**config.mk**
```make
export PLATFORM = sky130hd
export DESIGN_NAME = secuenciador_acumulador
export DESIGN_NICKNAME = d
export VERILOG_FILES = /design/src/rtl/secuenciador_acumulador_pkg.sv /design/src/rtl/secuenciador_acumulador_contador_pc.sv /design/src/rtl/secuenciador_acumulador.sv
export SDC_FILE = /design/constraint.sdc
export NUM_CORES = 1
export LEC_CHECK = 0
export BUFFER_PORTS_ARGS = -buffer_cell sky130_fd_sc_hd__buf_2
export CAP_MARGIN = 10
export CORE_UTILIZATION = 52
export DETAILED_ROUTE_END_ITERATION = 16
export PLACE_DENSITY = 0.78
export SYNTH_ARGS = -nofsm -noshare
export SYNTH_HDL_FRONTEND = slang
export SYNTH_SLANG_ARGS = --single-unit
```
**constraint.sdc**
```tcl
create_clock -name clk -period 2 [get_ports clk]
set_input_delay 0 -clock clk [delete_from_list [all_inputs] [get_ports clk]]
set_output_delay 0 -clock clk [all_outputs]
set_load 0.01 [all_outputs]
```
**src/rtl/secuenciador_acumulador_pkg.sv**
```systemverilog
// secuenciador_acumulador_pkg
//   Shared definitions for the accumulator sequencer: FSM state codes,
//   instruction opcodes, the ALU control codes understood by the
//   Procesamiento datapath, and small decode helpers used by the top level.
//   No ports; imported with "import secuenciador_acumulador_pkg::*;".

package secuenciador_acumulador_pkg;

    // Sequencer states: one instruction walks FETCH -> DECODE -> EXECUTE.
    typedef enum logic [2:0] {
        ST_IDLE    = 3'd0,
        ST_FETCH   = 3'd1,
        ST_DECODE  = 3'd2,
        ST_EXECUTE = 3'd3,
        ST_HALT    = 3'd4
    } state_t;

    // Opcodes live in the upper nibble of the instruction word.
    localparam logic [3:0] OP_NOP   = 4'h0;
    localparam logic [3:0] OP_LDI   = 4'h1;
    localparam logic [3:0] OP_ADDI  = 4'h2;
    localparam logic [3:0] OP_SUBI  = 4'h3;
    localparam logic [3:0] OP_NANDI = 4'h4;
    localparam logic [3:0] OP_OUT   = 4'h5;
    localparam logic [3:0] OP_JC    = 4'h6;
    localparam logic [3:0] OP_JZ    = 4'h7;
    localparam logic [3:0] OP_JMP   = 4'h8;
    localparam logic [3:0] OP_HALT  = 4'hF;

    // ALU operation codes shared with the datapath.
    localparam logic [2:0] ALU_PASS_A = 3'd0;
    localparam logic [2:0] ALU_SUB    = 3'd1;
    localparam logic [2:0] ALU_PASS_B = 3'd2;
    localparam logic [2:0] ALU_ADD    = 3'd3;
    localparam logic [2:0] ALU_NAND   = 3'd4;

    // True for the immediate instructions that write the accumulator.
    function automatic logic is_alu_op(input logic [3:0] op);
        return (op == OP_LDI) || (op == OP_ADDI) ||
               (op == OP_SUBI) || (op == OP_NANDI);
    endfunction

    // ALU control code that goes with an accumulator-writing opcode.
    function automatic logic [2:0] alu_code(input logic [3:0] op);
        logic [2:0] code;
        code = ALU_PASS_A;
        case (op)
            OP_LDI:   code = ALU_PASS_B;
            OP_ADDI:  code = ALU_ADD;
            OP_SUBI:  code = ALU_SUB;
            OP_NANDI: code = ALU_NAND;
            default:  code = ALU_PASS_A;
        endcase
        return code;
    endfunction

endpackage

```
**src/rtl/secuenciador_acumulador_contador_pc.sv**
```systemverilog
// secuenciador_acumulador_contador_pc
//   Program counter for the sequencer. Modulo 2**PC_W, so incrementing
//   past the last ROM word wraps back to address 0.
// Ports
//   clk     in   1     rising-edge clock
//   reset   in   1     asynchronous clear, active low
//   load    in   1     load target (jump); wins over inc
//   inc     in   1     advance to the next word
//   target  in   PC_W  jump destination
//   pc      out  PC_W  current program counter

module secuenciador_acumulador_contador_pc #(
    parameter int PC_W = 4
) (
    input  logic            clk,
    input  logic            reset,
    input  logic            load,
    input  logic            inc,
    input  logic [PC_W-1:0] target,
    output logic [PC_W-1:0] pc
);

    always_ff @(posedge clk or negedge reset) begin
        if (!reset) begin
            pc <= '0;
        end else if (load) begin
            pc <= target;
        end else if (inc) begin
            pc <= pc + PC_W'(1);
        end
    end

endmodule

```
**src/rtl/secuenciador_acumulador.sv**
```systemverilog
// secuenciador_acumulador
//   Instruction sequencer for the accumulator/ALU datapath. Reads 8-bit
//   words from a synchronous program ROM and runs each instruction in a
//   fixed FETCH / DECODE / EXECUTE sequence, driving the datapath operand,
//   ALU op, accumulator load strobe and output-buffer enable. Jumps test
//   the carry/zero flags captured on the last accumulator write.
// Ports
//   clk           in   1        rising-edge clock
//   reset         in   1        asynchronous clear, active low
//   start         in   1        starts execution at address 0 from IDLE
//   rom_addr      out  PC_W     program ROM address (the PC)
//   rom_data      in   INSTR_W  ROM word, one cycle after rom_addr
//   dataIn        out  4        operand for the datapath B input
//   control       out  3        ALU operation code
//   enableOutALU  out  1        ALU output buffer enable (OUT)
//   loadAcu       out  1        accumulator load strobe
//   C, Z          in   1        live datapath carry / zero flags
//   running       out  1        executing instructions
//   halted        out  1        stopped on HALT until reset

module secuenciador_acumulador
    import secuenciador_acumulador_pkg::*;
#(
    parameter int PC_W    = 4,
    parameter int INSTR_W = 8
) (
    input  logic               clk,
    input  logic               reset,
    input  logic               start,
    output logic [PC_W-1:0]    rom_addr,
    input  logic [INSTR_W-1:0] rom_data,
    output logic [3:0]         dataIn,
    output logic [2:0]         control,
    output logic               enableOutALU,
    output logic               loadAcu,
    input  logic               C,
    input  logic               Z,
    output logic               running,
    output logic               halted
);

    state_t               state;
    state_t               state_next;
    logic [INSTR_W-1:0]   ir;
    logic [3:0]           opcode;
    logic [3:0]           operand;
    logic [3:0]           fetched_op;
    logic                 cf;
    logic                 zf;
    logic [3:0]           data_q;
    logic [2:0]           ctrl_q;
    logic [PC_W-1:0]      pc;
    logic                 pc_load;
    logic                 pc_inc;
    logic                 load_acu;
    logic                 enable_out;

    assign opcode     = ir[INSTR_W-1 -: 4];
    assign operand    = ir[3:0];
    assign fetched_op = rom_data[INSTR_W-1 -: 4];

    secuenciador_acumulador_contador_pc #(
        .PC_W (PC_W)
    ) u_contador_pc (
        .clk    (clk),
        .reset  (reset),
        .load   (pc_load),
        .inc    (pc_inc),
        .target (PC_W'(operand)),
        .pc     (pc)
    );

    always_ff @(posedge clk or negedge reset) begin
        if (!reset) begin
            state <= ST_IDLE;
        end else begin
            state <= state_next;
        end
    end

    // The operand and ALU op are registered on the DECODE->EXECUTE edge so
    // they are already valid throughout EXECUTE and then stay put until the
    // next instruction that changes them; the datapath therefore sees stable
    // inputs on both sides of the loadAcu edge.
    always_ff @(posedge clk or negedge reset) begin
        if (!reset) begin
            ir     <= '0;
            data_q <= '0;
            ctrl_q <= ALU_PASS_A;
        end else if (state == ST_DECODE) begin
            ir <= rom_data;
            if (is_alu_op(fetched_op)) begin
                data_q <= rom_data[3:0];
                ctrl_q <= alu_code(fetched_op);
            end else if (fetched_op == OP_OUT) begin
                ctrl_q <= ALU_PASS_A;
            end
        end
    end

    // Flags are captured only when the accumulator is written, so JC/JZ
    // see the result of the last ALU instruction rather than whatever the
    // ALU happens to show at jump time.
    always_ff @(posedge clk or negedge reset) begin
        if (!reset) begin
            cf <= 1'b0;
            zf <= 1'b0;
        end else if (load_acu) begin
            cf <= C;
            zf <= Z;
        end
    end

    always_comb begin
        state_next = state;
        pc_load    = 1'b0;
        pc_inc     = 1'b0;
        load_acu   = 1'b0;
        enable_out = 1'b0;
        case (state)
            ST_IDLE: begin
                if (start) begin
                    state_next = ST_FETCH;
                end
            end
            ST_FETCH: begin
                state_next = ST_DECODE;
            end
            ST_DECODE: begin
                state_next = ST_EXECUTE;
            end
            ST_EXECUTE: begin
                state_next = ST_FETCH;
                case (opcode)
                    OP_NOP: begin
                        pc_inc = 1'b1;
                    end
                    OP_LDI, OP_ADDI, OP_SUBI, OP_NANDI: begin
                        load_acu = 1'b1;
                        pc_inc   = 1'b1;
                    end
                    OP_OUT: begin
                        enable_out = 1'b1;
                        pc_inc     = 1'b1;
                    end
                    OP_JC: begin
                        pc_load = cf;
                        pc_inc  = ~cf;
                    end
                    OP_JZ: begin
                        pc_load = zf;
                        pc_inc  = ~zf;
                    end
                    OP_JMP: begin
                        pc_load = 1'b1;
                    end
                    OP_HALT: begin
                        state_next = ST_HALT;
                    end
                    default: begin
                        pc_inc = 1'b1;
                    end
                endcase
            end
            ST_HALT: begin
                state_next = ST_HALT;
            end
            default: begin
                state_next = ST_IDLE;
            end
        endcase
    end

    assign rom_addr     = pc;
    assign dataIn       = data_q;
    assign control      = ctrl_q;
    assign loadAcu      = load_acu;
    assign enableOutALU = enable_out;
    assign running      = (state == ST_FETCH) || (state == ST_DECODE) ||
                          (state == ST_EXECUTE);
    assign halted       = (state == ST_HALT);

endmodule

```
# ---- Word-level counts from Yosys, hierarchy flattened
# Cells that the tools add are included.
dict set report totals {
  ff_bits 24
  input_bits 13
  out_inout_bits 15
  wordCells 57
}
dict set report classes {
  add_sub_neg 1
  eq_ne 19
  mux 16
  bitwise_logic 2
  n_reduce_logical 12
}
# operator count
set op_table {}
lappend op_table {{$eq A4 B3 Y1 const B} 6}
lappend op_table {{$eq A4 B2 Y1 const B} 4}
lappend op_table {{$pmux W3 S5} 1}
lappend op_table {{$mux W3} 4}
lappend op_table {{$pmux W3 S4} 1}
lappend op_table {{$eq A4 B1 Y1 const B} 2}
lappend op_table {{$eq A4 B4 Y1 const B} 2}
lappend op_table {{$mux W4} 2}
lappend op_table {{$eq A3 B2 Y1 const B} 2}
lappend op_table {{$mux W1} 6}
lappend op_table {{$pmux W1 S3} 2}
lappend op_table {{$logic_or A1 B1 Y1} 5}
lappend op_table {{$add A4 B1 Y4 const B} 1}
lappend op_table {{$reduce_and A2 Y1} 2}
lappend op_table {{$reduce_bool A2 Y1} 2}
lappend op_table {{$reduce_or A4 Y1} 1}
lappend op_table {{$eq A3 B1 Y1 const B} 1}
lappend op_table {{$eq A3 B3 Y1 const B} 1}
lappend op_table {{$logic_not A3 Y1} 1}
lappend op_table {{$ne A2 B2 Y1 const B} 1}
lappend op_table {{$not A1 Y1} 2}
lappend op_table {{$reduce_or A2 Y1} 1}

# ---- Depth between registers and ports, before layout
# Gate-level depths: netlist (run 1).
dict set report depth {
  word_depth 6
  mapped_depth 5
  mapped_depth_nobuf 5
}

# ---- Modules after synthesis
# From an unflattened synthesis (run 1), not the netlist that was laid out.
dict set report unflattened {
  hier_cells 106
  area_unflattened_um2 1222.4
}
# module instances cells_per_inst area_per_inst_um2 seq_area_each_um2
set by_module_without_submodules {}
lappend by_module_without_submodules {secuenciador_acumulador 1 88 1019.7 500.5}
lappend by_module_without_submodules {secuenciador_acumulador_contador_pc 1 18 202.7 100.1}

# ---- Least setup slack after synthesis (run 1)
# No wires, ideal clock.
dict set report synth_timing {
  kind {register to register}
  startpoint {register state[2]}
  endpoint {register u_contador_pc.pc[2]}
  setup_ps 83
  arrival_time_ps 1568
  required_ps 1917
  setup_slack_ps 349
  path_stages_with_launch 5
  path_buffers 0
  synth_period_minus_slack_ps 1651
  path_cell_list {dfrtp_1 nand3b_1 nor3b_2 mux2_2 o21ai_0}
}
dict set report synth_via {
  elab_chain_len 3
  word_cells_on_any_way 5
  classes_between {eq/ne: 1; mux: 3; reduce/logical: 1}
}
# item line_no
set synth_lines {}
lappend synth_lines {{start, declared} secuenciador_acumulador.sv:42} ;# state_t state;
lappend synth_lines {{start signal, assigned} secuenciador_acumulador.sv:77} ;# state <= state_next;
lappend synth_lines {{$eq A3 B2 Y1 (*)} secuenciador_acumulador.sv:120} ;# case (state)
lappend synth_lines {{$mux W1} secuenciador_acumulador.sv:120}
lappend synth_lines {{$mux W4 / $reduce_bool A2 Y1 (equally long branches)} n/a}
lappend synth_lines {{end signal, assigned} secuenciador_acumulador_contador_pc.sv:27} ;# pc <= target;
lappend synth_lines {{end signal, assigned} secuenciador_acumulador_contador_pc.sv:29} ;# pc <= pc + PC_W'(1);
lappend synth_lines {{end, declared} secuenciador_acumulador_contador_pc.sv:20} ;# output logic [PC_W-1:0] pc
# Every way passes the cells marked *; elsewhere a longest branch is shown, timed or not.
# A chain may end at the register's enable or synchronous reset.

# ---- Worst setup path after layout (run 1)
dict set report layout_timing {
  startpoint {register state[0]}
  endpoint {register ctrl_q[2], in the netlist control[2]}
}
dict set report layout_via {
  elab_chain_len 2
}
# item line_no
set layout_lines {}
lappend layout_lines {{$eq A3 B2 Y1} secuenciador_acumulador.sv:90} ;# end else if (state == ST_DECODE) begin
lappend layout_lines {{$reduce_and A2 Y1 (no source line)} n/a}
lappend layout_lines {{end signal, assigned} secuenciador_acumulador.sv:94} ;# ctrl_q <= alu_code(fetched_op);
lappend layout_lines {{end, declared} secuenciador_acumulador.sv:51} ;# logic [2:0] ctrl_q;
# No other way between the ends.

==> flow_metrics.env, run 1 <==
export IMPL_wl_um=2370
export IMPL_grt_overflow=0
export IMPL_clkLatencyLatePin_ps=320
export IMPL_regArea_um2=601
export IMPL_critPathRequiredTime_ps=2270
export IMPL_relSlewSlack=0.662
export IMPL_drt_initial_drc_count=18
export IMPL_grt_max_degree=25
export IMPL_hp_class="input pin to flip-flop"
export IMPL_yosys_warnings=0
export IMPL_grt_pass1_vias=955
export IMPL_stdcell_area_um2=1520
export IMPL_layout_drive_gt1_share=0.390
export IMPL_worstPathArrival_ps=2120
export IMPL_viasPerCell=5.45
export IMPL_cts_tree="built"
export IMPL_insertedDiodeCount=0
export IMPL_cts_inserted_buffers=3
export IMPL_fp_dieW_um=49.4
export IMPL_cp_start_kind="flip-flop"
export IMPL_drt_first_pass_iters=4
export IMPL_synthXorXnorAreaFrac=0.0225
export IMPL_setup_tns_ps=0
export IMPL_min_period_ps=1860
export IMPL_start_util=0.573
export IMPL_end_kind="flip-flop"
export IMPL_syn_num_nets=116
export IMPL_synth_area_per_cell_um2=11.5
export IMPL_ys_types=34
export IMPL_drv_slew=0
export IMPL_cts_buffer_depth=2
export IMPL_hold_violations=0
export IMPL_p_leak_nw=0.709
export IMPL_status="complete, no violations"
export IMPL_place_congestion=0.782
export IMPL_syn_cell_area_um2=1170
export IMPL_synth_fa_ha_area_frac=0.0107
export IMPL_place_hpwl_um=1740
export IMPL_dieArea_um2=2440
export IMPL_synth_top_family_by_area="simple AND/OR/NAND/NOR gates"
export IMPL_power_total_mw=2.29
export IMPL_holdCritStartpoint="rom_data[6]"
export IMPL_synth_top_area_share=0.513
export IMPL_cap_viol_max_count=0
export IMPL_post_cts_buffers=0
export IMPL_final_antenna_net_count=0
export IMPL_die_y_um=49.4
export IMPL_yosys_area_share_simple=0.172
export IMPL_ys_seq_area_frac=0.513
export IMPL_numPortBuffers=27
export IMPL_drcViolationCount=0
export IMPL_std_cell_rows=16
export IMPL_multi_input_area_um2=558
export IMPL_grt_total_usage=0.239
export IMPL_cp_max_fo=6
export IMPL_synthMuxAreaShare=0.143
export IMPL_timing_final_crit_share=0.929
export IMPL_path_clk_slew_ps=130
export IMPL_rsz0062_at_grt="false"
export IMPL_fmax_mhz=538
export IMPL_yosysTopAreaCell="dfrtp_1"
export IMPL_final_setup_viol_count=0
export IMPL_synth_ff_type="dfrtp_1"
export IMPL_cts_hold_buf=11
export IMPL_vias=943
export IMPL_pin_count=28
export IMPL_tightest_slew_ps=507
export IMPL_skew_ps=0.499
export IMPL_ctsResizeCount=0
export IMPL_worstSetupPathType="flip-flop to flip-flop"
export IMPL_postSynthCellCount=102
export IMPL_placed_area_um2=1350
export IMPL_area_growth_pct=29.6
export IMPL_post_route_util=0.743
export IMPL_irDropWorstVdd_v=0.00113
export IMPL_htree_levels=1
export IMPL_power_density_nw_per_um2=1510
export IMPL_antenna_found_initial=0
export IMPL_startpoint="state[0]"
export IMPL_grt_pass1_wl_um=4420
export IMPL_core_um2=2040
export IMPL_fill_cells=166
export IMPL_synth_compound_area_frac=0.128
export IMPL_cts_sinks=24
export IMPL_hold_worst_slack_ps=20.0
export IMPL_async_reset_ff_frac=1.00
export IMPL_final_nets=161
export IMPL_synthTopCellsByArea="dfrtp_1 51%, mux2_2 13%, nor2_1 4.2%"
export IMPL_wire_per_inst_um=13.7
export IMPL_cts_root_buf="clkbuf_4"
export IMPL_ys_ff_latch=24
export IMPL_r2r_start="state[0]"
export IMPL_synth_edff_count=0
[cell usage in the layout (no fill, tap or decap), drive strengths merged]
cell and count:
xnor2 2, mux2 14, a32oi 1, a211o 1, a21o 1, nand2 9, bufinv 1, buf 29
a22oi 1, dlygate4sd3 11, o21ai 5, and2b 2, or3 2, and2 1, ha 1, nor4 1
xor2 1, nand4 1, a311oi 1, clkbuf 3, o31ai 1, nand3 1, a21oi 5, inv 3
dfrtp 24, o21bai 1, and3 1, mux2i 1, nand3b 2, o31a 1, a22o 2, nor2 13
or3b 1, nor3b 2
[area by class of cell]
class / instances / share of cell area
Clock buffer: 3 / 0.0149
Clock inverter: 1 / 0.0198
Inverter: 3 / 0.00743
Multi-Input combinational cell: 75 / 0.368
Sequential cell: 24 / 0.396
Tap cell: 27 / 0.0223
Timing Repair Buffer: 40 / 0.172
[through the flow]
stage | worst slack (ps) | std cells
3_5_place_dp | 256 | 158
4_1_cts | 153 | 173
3_3_place_gp | 312 | 158
2_1_floorplan | 349 | 102
6_report | 142 | 173
5_1_grt | 49.5 | 173
[state kept, by name, indices dropped and copies added (netlist names)]
| name | cells |
|---|---|
| u_contador_pc.pc | 4 |
| control | 3 |
| ir | 8 |
| zf | 1 |
| dataIn | 4 |
| cf | 1 |
| state | 3 |
[path summary, 6_finish.rpt]
| check | slack [ps] | to | cells past startpoint |
|---|---|---|---|
| hold reg to reg | 510 | control[0] | 2 |
| hold / removal | 20 | ir[6] | 2 |
| min in group asynchronous | 170 | u_contador_pc.pc[3] | 2 |
| max in group asynchronous | 1500 | cf | 2 |
| setup / recovery | 140 | control[2] | 5 |
| setup reg to reg | 140 | control[2] | 5 |
[critical path: stages (launching register included)]
cell	delay (ps)
dfrtp_1	480
nor3b_4	260
and2b_2	240
a21oi_1	80
o31ai_1	180
dlygate4sd3_1	570
[per-layer routing]
metal | GRT usage | part of all wire
met5 | 0 | 0
met2 | 0.425 | 0.54
met4 | 0.0381 | 0
met1 | 0.289 | 0.41
met3 | 0.0685 | 0.041
[cells by family after synthesis]
logic type / Yosys count
simple gates: 36
mux: 15
buf+inv: 3
fa+ha+maj: 1
compound gates: 20
flops: 24
xor+xnor: 3
[where the power goes]
part / internal, mW / leakage (nW) / total, mW / switching, mW
sequential: 0.717 / 0.284 / 0.942 / 0.225
clock: 0.203 / 0.0279 / 0.349 / 0.146
combinational: 0.542 / 0.397 / 1.00 / 0.459
[cell usage after synthesis, types with 2 or more instances]
cell type  count
xnor2_1        2
a22o_2         2
inv_1          3
nor2_1        13
dfrtp_1       24
nand3b_1       2
mux2_2        14
o21ai_0        5
a21oi_1        4
nand2_1        9
No activity file was read; power rests on OpenSTA's default activity.
==> inputs of run 2 (changes only) <==
Settings changed: PLACE_DENSITY 0.78 to 0.77.
==> run 2 against run 1 <==
Compared with the run above: largest power group unchanged; register-to-register slack improved by 40 ps; highest routed layer is now met4; fmax is 2.3% higher; combinational power hardly changed; via count down 0.32%; cell count did not move.
==> flow_metrics.env, run 2 (synthesized netlist as in run 1, its figures left out) <==
export IMPL_status="complete, no violations"
export IMPL_critPathRequiredTime_ps=2250
export IMPL_place_congestion=0.811
export IMPL_path_clk_slew_ps=130
export IMPL_worstPathArrival_ps=2070
export IMPL_wire_per_inst_um=14.0
export IMPL_hp_class="input pin to flip-flop"
export IMPL_swShare=0.377
export IMPL_die_y_um=49.4
export IMPL_grt_pass1_vias=942
export IMPL_pin_count=28
export IMPL_sequentialPowerShare=0.431
export IMPL_numPortBuffers=27
export IMPL_drt_first_pass_iters=4
export IMPL_rrSetupSlack_ps=180
export IMPL_fmax_mhz=551
export IMPL_irDropWorstVdd_v=0.00100
export IMPL_setup_tns_ps=0
export IMPL_std_cell_rows=16
export IMPL_cp_endpoint="control[2]"
export IMPL_insertedDiodeCount=0
export IMPL_p_int_mw=1.37
export IMPL_dieArea_um2=2440
export IMPL_layout_drive_gt1_share=0.390
export IMPL_clkLatencyLatePin_ps=300
export IMPL_tightest_slew_ps=528
export IMPL_worstSetupPathType="flip-flop to flip-flop"
export IMPL_end_kind="flip-flop"
export IMPL_timing_final_crit_share=0.908
export IMPL_netSwitchingPower_mw=0.830
export IMPL_hold_violations=0
export IMPL_rsz0062_at_grt="false"
export IMPL_drv_slew=0
export IMPL_viasPerCell=5.43
export IMPL_cts_root_buf="clkbuf_4"
export IMPL_cts_sinks=24
export IMPL_final_antenna_net_count=0
export IMPL_final_nets=161
export IMPL_grt_max_degree=25
export IMPL_ctsResizeCount=0
export IMPL_final_setup_viol_count=0
export IMPL_power_total_mw=2.20
export IMPL_post_route_util=0.735
export IMPL_top_register="ir"
export IMPL_cp_start_kind="flip-flop"
export IMPL_cts_inserted_buffers=3
export IMPL_wl_um=2430
export IMPL_grt_total_usage=0.234
export IMPL_largest_register_ffs=8
export IMPL_vias=940
export IMPL_r2r_end="control[2]"
export IMPL_cts_tree="built"
export IMPL_grt_overflow=0
export IMPL_power_density_nw_per_um2=1470
export IMPL_startpoint="state[0]"
export IMPL_area_growth_pct=28.2
export IMPL_relSlewSlack=0.648
export IMPL_cp_max_fo=6
export IMPL_fp_dieW_um=49.4
export IMPL_r2r_start="state[0]"
export IMPL_finalNonFillerCells=173
export IMPL_mostFrequentLayoutCell="buf_2"
export IMPL_cap_viol_max_count=0
export IMPL_layout_common_cells="27 x buf_2, 24 x dfrtp_1, 14 x mux2_2"
export IMPL_drt_initial_drc_count=14
export IMPL_htree_levels=1
export IMPL_cts_buffer_depth=2
export IMPL_place_hpwl_um=1690
export IMPL_pwr_share_clk=0.114
export IMPL_comb_power_share=0.454
export IMPL_min_period_ps=1820
export IMPL_antenna_found_initial=0
export IMPL_core_um2=2040
export IMPL_placed_cells=158
export IMPL_start_util=0.573
export IMPL_grt_pass1_wl_um=4370
export IMPL_hold_worst_slack_ps=23.3
export IMPL_r2r_cells=5
export IMPL_skew_ps=1.24
export IMPL_p_leak_nw=0.702
export IMPL_drcViolationCount=0
==> run 2: cell types whose count changed in the layout (fill, tap and decap cells not counted), sizes merged <==
cell	previous run	this run
bufinv	1	0
clkbuf	3	4
==> run 2: what timing repair did <==
item / 4_1_cts / 5_1_grt
endpoints found under the hold margin: 38 / 0
buffers inserted: 0 / 0
hold buffers: 11 / 0
==> run 2: how the worst min path moves through the flow <==
stage / from / slack [ps] / depth (start not counted) / endpoint
finish: rom_data[6] / 20 / 2 / ir[6]
global route: rom_data[6] / 30 / 2 / ir[6]
CTS: rom_data[6] / 20 / 2 / ir[6]
detailed placement: reset / 4 / 1 / ir[0]
global placement: reset / 5 / 1 / ir[0]
floorplan: reset / -300 / 0 / cf
==> run 2: critical path: stages (launching register included) <==
cell	delay (ps)
dfrtp_1	480
nor3b_4	250
and2b_2	220
a21oi_1	80
o31ai_1	170
dlygate4sd3_1	570
==> run 2: power groups by stage <==
stage	Sequential (mW)	Clock [mW]	Combinational, mW
final	0.948	0.251	0.999
after CTS	0.945	0.256	0.996
after global routing	0.994	0.274	1.10
after detailed placement	0.954	0	0.963
after floorplan	0.948	0	0.638
after global placement	0.926	0	0.925
==> run 2: per-layer routing <==
layer	routed length, um	part of all wire	vias to the layer above	GRT usage
li1	-	-	455	-
met1	1070	0.44	454	0.290
met2	1230	0.51	25	0.416
met3	83	0.034	6	0.0374
met4	46	0.019	0	0.0714
met5	0	0	-	0
==> run 2: per-stage QoR <==
step | cell area (um^2) | setup WS (ps)
final | 1500 | 184
after global routing | 1500 | 34.4
after CTS | 1500 | 162
after detailed placement | 1350 | 277
after global placement | 1350 | 334
after floorplan | 1170 | 349
==> run 2: area by class of cell <==
class                   count  area (um^2)
clock buffers               4         36.3
fillers                   157          542
inverters                   3         11.3
multi-input cells          75          558
flip-flops and latches     24          601
well taps                  27         33.8
repair buffers             40          260
